### config.mk
export PLATFORM = sky130hd
export DESIGN_NAME = chunk_adder
export DESIGN_NICKNAME = d
export VERILOG_FILES = /design/src/rtl/chunk_adder.sv
export SDC_FILE = /design/constraint.sdc
export NUM_CORES = 1
export LEC_CHECK = 0
export BUFFER_PORTS_ARGS = -buffer_cell sky130_fd_sc_hd__buf_2
export CELL_PAD_IN_SITES_DETAIL_PLACEMENT = 1
export CELL_PAD_IN_SITES_GLOBAL_PLACEMENT = 1
export CORE_ASPECT_RATIO = 0.7
export CORE_MARGIN = 2
export CORE_UTILIZATION = 41
export CTS_CLUSTER_SIZE = 20
export DETAILED_ROUTE_END_ITERATION = 16
export GPL_TIMING_DRIVEN = 0
export HOLD_SLACK_MARGIN = 0.15
export PLACE_DENSITY = 0.81
export SKIP_CTS_REPAIR_TIMING = 1
export SYNTH_ARGS = -nofsm -noshare
export SYNTH_HDL_FRONTEND = slang
export SYNTH_SLANG_ARGS = --single-unit
### constraint.sdc
create_clock -name clk -period 4.57 [get_ports clk]
set_input_delay 0.914 -clock clk [delete_from_list [all_inputs] [get_ports clk]]
set_output_delay 0.914 -clock clk [all_outputs]
set_load 0.01 [all_outputs]
### src/rtl/chunk_adder.sv
// Multi-cycle add/subtract unit: WIDTH-bit operands processed CHUNK bits per clock
// with a registered carry, start/busy/done handshake and signed-overflow flag.
module chunk_adder #(
    parameter int unsigned WIDTH = 8,
    parameter int unsigned CHUNK = 2
) (
    input  logic             clk,
    input  logic             rst_n,
    input  logic             start,
    input  logic             sub,
    input  logic [WIDTH-1:0] a,
    input  logic [WIDTH-1:0] b,
    output logic             busy,
    output logic             done,
    output logic [WIDTH:0]   y,
    output logic             ovf
);

    localparam int unsigned NCH = WIDTH / CHUNK;
    localparam int unsigned CW  = (NCH > 1) ? $clog2(NCH) : 1;

    typedef enum logic [1:0] {
        IDLE = 2'd0,
        RUN  = 2'd1,
        FIN  = 2'd2
    } state_t;

    state_t           state_q, state_d;
    logic [WIDTH-1:0] a_q, a_d;
    logic [WIDTH-1:0] b_q, b_d;
    logic [WIDTH-1:0] sum_q, sum_d;
    logic             carry_q, carry_d;
    logic [CW-1:0]    cnt_q, cnt_d;
    logic [WIDTH:0]   y_q, y_d;
    logic             ovf_q, ovf_d;

    logic [CHUNK-1:0] a_ch, b_ch;
    logic [CHUNK:0]   ch_sum;
    logic             last;

    // Operand B is stored already inverted for subtract, so RUN only ever adds.
    always_comb begin
        a_ch = '0;
        b_ch = '0;
        for (int unsigned i = 0; i < NCH; i++) begin
            if (cnt_q == CW'(i)) begin
                a_ch = a_q[i*CHUNK +: CHUNK];
                b_ch = b_q[i*CHUNK +: CHUNK];
            end
        end
        ch_sum = {1'b0, a_ch} + {1'b0, b_ch} + {{CHUNK{1'b0}}, carry_q};
        last   = (cnt_q == CW'(NCH - 1));
    end

    always_comb begin
        state_d = state_q;
        a_d     = a_q;
        b_d     = b_q;
        sum_d   = sum_q;
        carry_d = carry_q;
        cnt_d   = cnt_q;
        y_d     = y_q;
        ovf_d   = ovf_q;

        case (state_q)
            IDLE, FIN: begin
                if (start) begin
                    state_d = RUN;
                    a_d     = a;
                    b_d     = b ^ {WIDTH{sub}};
                    carry_d = sub;
                    cnt_d   = '0;
                end else begin
                    state_d = IDLE;
                end
            end
            RUN: begin
                for (int unsigned i = 0; i < NCH; i++) begin
                    if (cnt_q == CW'(i)) begin
                        sum_d[i*CHUNK +: CHUNK] = ch_sum[CHUNK-1:0];
                    end
                end
                carry_d = ch_sum[CHUNK];
                cnt_d   = cnt_q + CW'(1);
                if (last) begin
                    // Result is captured from the combinational final chunk so y/ovf land on FIN entry.
                    state_d = FIN;
                    cnt_d   = '0;
                    y_d     = {ch_sum[CHUNK], sum_d};
                    ovf_d   = (a_q[WIDTH-1] == b_q[WIDTH-1]) && (sum_d[WIDTH-1] != a_q[WIDTH-1]);
                end
            end
            default: state_d = IDLE;
        endcase
    end

    always_ff @(posedge clk or negedge rst_n) begin
        if (!rst_n) begin
            state_q <= IDLE;
            a_q     <= '0;
            b_q     <= '0;
            sum_q   <= '0;
            carry_q <= 1'b0;
            cnt_q   <= '0;
            y_q     <= '0;
            ovf_q   <= 1'b0;
        end else begin
            state_q <= state_d;
            a_q     <= a_d;
            b_q     <= b_d;
            sum_q   <= sum_d;
            carry_q <= carry_d;
            cnt_q   <= cnt_d;
            y_q     <= y_d;
            ovf_q   <= ovf_d;
        end
    end

    assign busy = (state_q == RUN);
    assign done = (state_q == FIN);
    assign y    = y_q;
    assign ovf  = ovf_q;

endmodule

* Yosys cells after proc, flatten, opt, wreduce, memory -nomap -nowiden
Index checks and enable logic that the tools add are counted.
Word-level totals: output and inout bits 12, register bits after elaboration 39
Operators by class: bitwise gates (word level) 1, add/subtract/negate cells 3, muxes and demuxes 21, reduce and logical (&&, ||, !) cells 8, equality and inequality tests 9
Operators with widths (number):
- two-way mux 2 bit | 16
- one-hot mux 2 bit (2 select lines) | 2
- bitwise XOR 8 bit | 1
- equality test 2 bit (second input constant) | 3
- AND reduction 2 bit | 3
- equality test 2 x 1 -> 1 bit (second input constant) | 2
- logical NOT 2 bit | 2
- adder 2 x 2 -> 3 bit | 1
- adder 3 x 1 -> 3 bit | 1
- adder 2 x 1 -> 2 bit (second input constant) | 1
- two-way mux 1 bit | 2
- inequality test 2 x 1 -> 1 bit (second input constant) | 1
- inequality test 2 bit (second input constant) | 1
- one-hot mux 1 bit (2 select lines) | 1
- nonzero test 2 bit | 1
- OR reduction 2 bit | 1
- equality test 1 bit | 1
- logical AND 1 bit | 1
- inequality test 1 bit | 1

* Logic depth before layout (Yosys ltp)
word-level depth 11, gate-level depth with buffers 13, gate-level depth less buffers 11

* Least setup slack after synthesis
Ideal clock, no wire load.
kind register -> register, start point register cnt_q[0], end point register ovf_q (netlist: ovf), setup slack 1774 ps, path buffers 2, data arrival time 2670 ps, cell stages (with the launch flop) 14, period minus slack after synthesis 2796 ps, cell sequence dfrtp_1 > inv_1 > ha_1 > buf_2 > nor2b_4 > a221o_1 > a22oi_1 > fa_1 > inv_1 > fa_1 > clkbuf_1 > and3b_1 > a21oi_1 > o21ai_0
On the way: longest elaborated chain between the ends 11
Ends and longest elaborated chain:
- from (decl) | line 33 | logic [CW-1:0] cnt_q, cnt_d;
- from (signal assigned) | line 113 | cnt_q <= cnt_d;
- logical NOT 2 bit | line 46 | if (cnt_q == CW'(i)) begin
- two-way mux 2 bit (4 in series) | line 46
- adder 2 x 2 -> 3 bit | line 51 | ch_sum = {1'b0, a_ch} + {1'b0, b_ch} + {{CHUNK{1'b0}}, carry_q};
- adder 3 x 1 -> 3 bit | line 51
- two-way mux 2 bit | line 79 | if (cnt_q == CW'(i)) begin
- two-way mux 2 bit | line 65 | case (state_q)
- inequality test 1 bit | line 90 | ovf_d = (a_q[WIDTH-1] == b_q[WIDTH-1]) && (sum_d[WIDTH-1] != a_q[WIDTH-1]);
- logical AND 1 bit | line 90
- to (signal assigned) | line 115 | ovf_q <= ovf_d;
- to (decl) | line 35 | logic ovf_q, ovf_d;
Several ways; a longest one is shown, not always the timed one. The select of a mux whose other input is x is not followed. A chain may end at the register's enable or synchronous reset.

* Final worst setup path
Same ends and word-level chain as after synthesis.

==> impl_metrics.yaml <==
final_layout:
  multi_input_comb_area_um2: 756
  postLayoutCellArea_um2: 2080
  finish.utilization_pct: 51.5
  final_net_count: 231
  syn_to_final_growth_pct: 16.9
  antenna_cells_inserted: 0
  fill_cells: 484
  drive_above_1_share_pct: 28.8
  regArea_um2: 926
route:
  wl_met2_um: 2080
  routed-via-count: 1339
  post-route-drc-count: 0
  drt_pre_antenna_iters: 4
  drt.antenna.violating_nets: 0
  post_drt_via_cell_ratio: 5.21
  wl_per_cell_um: 16.5
  highest_layer: "met4"
  drt_first_iter_violations: 60
  wirelength_met1_um: 1910
  routed_wire_length_on_met3_um: 156
  overall_routed_net_length_um: 4240
yosys:
  synth_fp_nets: 194
  ys_seq_elements: 37
  synth.largest_area_cell: "sky130_fd_sc_hd__dfrtp_1"
  seq_area_frac_synth_pct: 52.0
  syn_avg_cell_area_um2: 10.6
  synth.top_cells.by_area: "sky130_fd_sc_hd__dfrtp_1 52%, sky130_fd_sc_hd__mux2_2 8.2%, sky130_fd_sc_hd__nand2_1 5.7%"
  ys_warn_count: 0
  synth.cell_area_um2: 1780
  post_synth_num_cell_types: 27
  area_share_of_the_largest_cell_type_after_synthesis_pct: 52.0
  netlist_instances: 168
setup_path:
  r2r_setup_slack_ns: 1.33
  crit_path_required_time_ns: 4.74
  crit_path_cell_trace: "inv_1, ha_1, buf_2, nor2b_4, a221o_1, a22oi_1, fa_1, inv_1, fa_1, clkbuf_1, and3b_1, a21oi_1, o21ai_0"
  crit_family: "adder cells"
  r2r.worst_path.cells: 13
  critical_path.startpoint_type: "flop"
  setup.worst_path.end_class: "flop"
  worstPathMaxFanout: 9
  cpMaxStageDelayCell: "sky130_fd_sc_hd__fa_1"
  critical-path-max-stage-delay_ns: 0.47
  crit_type: "flop to flop"
  rr_startpoint: "cnt_q[0]$_DFFE_PN0P_"
  reg2reg_to: "ovf$_DFFE_PN0P_"
  critPathArrivalTime_ns: 3.41
  worst-path-buf-inv: 4
floorplanning:
  design.portCount: 32
  die_area_um2: 4890
  core_area_um2: 4040
  placementRows: 19
  die_height_um: 59.1
  start_util_pct: 44.0
  die_w_um: 82.7
power_and_ir_drop:
  relative_contribution_of_the_clock_network_to_total_power_pct: 13.8
  netSwitchingPower_uw: 712
  p_int_uw: 961
  static-leakage-power_uw: 0.00100
  pwr_density_cell_nw_per_um2: 804
  combPwrFrac_pct: 51.2
  power_frac_seq_pct: 35.0
  sw_frac_of_total_pct: 42.6
  vdd.ir_drop.worst_v: 0.000327
worst_hold_path:
  hold_path.startpoint: "y[1]$_DFFE_PN0P_"
  hold_path_class: "flop to flop"
  holdPathStages: 2
  timing.hold.worst_endpoint: "y[1]$_DFFE_PN0P_"
placed_design:
  dpl-instance-area_um2: 1990
  place_hpwl_um: 3140
  port-buffer-count: 30
  gp_congestion: 0.726
global_route:
  globalRouteOverflowTotal: 0
  grt_start_max_net_pins: 38
  first_global_vias: 1443
  grt_use_total_pct: 19.4
  antenna_found_initial: 0
  grt_first_pass_wirelength_um: 6820
sta:
  timing.clock.skew_ns: 0.00432
  final-setup-viol-count: 0
  layout_worst_path_cycle_share_pct: 71.0
  fmax_mhz: 308
  maxSlewViolCount: 0
  final.hold.worst_slack_ns: 0.482
  grt_setup_unrepaired: "false"
  worstMarginPinSlew_ns: 0.844
  timing.slew.headroom_pct: 43.7
  final_number_of_hold_violating_endpoints: 0
  period_needed_ns: 3.24
  fin_tns_setup_ns: 0
outcome:
  run_status: "completed"
clock_tree:
  cts-buffers-inserted: 5
  clkTransAtPathRegs_ns: 0.07
  cts.htree.levels: 2
  number_of_buffers_between_clock_root_and_the_deepest_sink: 2
  clock_tree.root_cell: "sky130_fd_sc_hd__clkbuf_8"
  clock_latency_ns: 0.29
  cts_tree: "yes"
  numClockSinks: 37
flow_run:
  drv_cap: 0
-- cell usage after synthesis, drive strengths merged --
master	n
nand3	2
a221o	1
mux2	13
o21ai	21
ha	4
nor2b	4
buf	9
a31oi	3
xnor2	7
nand2b	2
and3b	1
a22oi	2
inv	8
a221oi	2
clkbuf	4
nor2	2
o31ai	3
mux2i	4
xor2	1
nand3b	1
fa	2
nand2	27
dfrtp	37
a21oi	8
-- layer usage --
layer | track usage [%] | vias up
met3 | 3.96 | 9
met5 | 0 | -
met1 | 24.4 | 666
met2 | 32.5 | 30
li1 | - | 634
met4 | 9.13 | 0
-- cell type report --
cell class              count  share of cell area [%]
plain buffers              13                    3.25
clock buffers               7                    4.15
inverters                   8                    1.44
multi-input cells         110                    36.3
flip-flops and latches     37                    44.5
well taps                  52                    3.13
repair buffers             30                    7.22
-- power groups by stage --
stage,Combinational (uW),Clock (uW),Sequential [uW]
after floorplan,591,0,582
after global placement,796,0,578
after detailed placement,858,0,591
after CTS,866,236,585
after global routing,964,250,604
final,857,231,585
-- worst max-delay path by stage --
stage | slack, ns | to | from | cells past startpoint
final | 1.33 | ovf$_DFFE_PN0P_ | cnt_q[0]$_DFFE_PN0P_ | 13
after global routing | 1.11 | ovf$_DFFE_PN0P_ | cnt_q[1]$_DFFE_PN0P_ | 13
after CTS | 1.33 | ovf$_DFFE_PN0P_ | cnt_q[0]$_DFFE_PN0P_ | 13
after detailed placement | 1.34 | ovf$_DFFE_PN0P_ | cnt_q[0]$_DFFE_PN0P_ | 13
after global placement | 1.48 | ovf$_DFFE_PN0P_ | cnt_q[0]$_DFFE_PN0P_ | 13
after floorplan | 1.77 | ovf$_DFFE_PN0P_ | cnt_q[0]$_DFFE_PN0P_ | 13
-- cells in the final DEF, fill, tap and decap left out --
cell type                   n
sky130_fd_sc_hd__a21oi_1    8
sky130_fd_sc_hd__a221o_1    1
sky130_fd_sc_hd__a221oi_1   2
sky130_fd_sc_hd__a22oi_1    2
sky130_fd_sc_hd__a31oi_1    3
sky130_fd_sc_hd__and3b_1    1
sky130_fd_sc_hd__buf_2     36
sky130_fd_sc_hd__buf_4      3
sky130_fd_sc_hd__clkbuf_1   5
sky130_fd_sc_hd__clkbuf_8   6
sky130_fd_sc_hd__dfrtp_1   37
sky130_fd_sc_hd__fa_1       2
sky130_fd_sc_hd__ha_1       4
sky130_fd_sc_hd__inv_1      8
sky130_fd_sc_hd__mux2_2    13
sky130_fd_sc_hd__mux2i_1    4
sky130_fd_sc_hd__nand2_1   27
sky130_fd_sc_hd__nand2b_1   2
sky130_fd_sc_hd__nand3_1    2
sky130_fd_sc_hd__nand3b_1   1
sky130_fd_sc_hd__nor2_1     2
sky130_fd_sc_hd__nor2b_1    3
sky130_fd_sc_hd__nor2b_4    1
sky130_fd_sc_hd__o21ai_0   20
sky130_fd_sc_hd__o21ai_1    1
sky130_fd_sc_hd__o31ai_1    3
sky130_fd_sc_hd__xnor2_1    7
sky130_fd_sc_hd__xor2_1     1
-- cells by family (layout without fill, tap and decap cells) --
kind of cell | Yosys count | in the layout | share of synthesized area [%]
compound gates | 40 | 40 | 12.9
simple gates | 39 | 39 | 10.1
flops | 37 | 37 | 52.0
buf+inv | 21 | 58 | 5.49
mux | 17 | 17 | 10.5
xor+xnor | 8 | 8 | 3.94
fa+ha+maj | 6 | 6 | 5.06
-- worst reg2reg max path, delay by kind of cell (launching register included) --
family	cells	cell delay, ns
buf+inv	4	0.63
simple gates	2	0.38
fa+ha+maj	3	0.90
compound gates	4	0.79
flops	1	0.42
-- metrics by stage --
stage	cells	setup slack, ns	power, uW
after floorplan	168	1.77	1170
after global placement	250	1.48	1370
after detailed placement	250	1.34	1450
after CTS	257	1.33	1690
after global routing	257	1.11	1820
final	257	1.33	1670
-- registers in the layout, indices dropped and copies added, names as in the netlist --
register / flops
y: 9
ovf: 1
a_q: 8
carry_q: 1
state_q: 2
cnt_q: 2
sum_q: 6
b_q: 8
No activity file was read; power rests on OpenSTA's default activity.
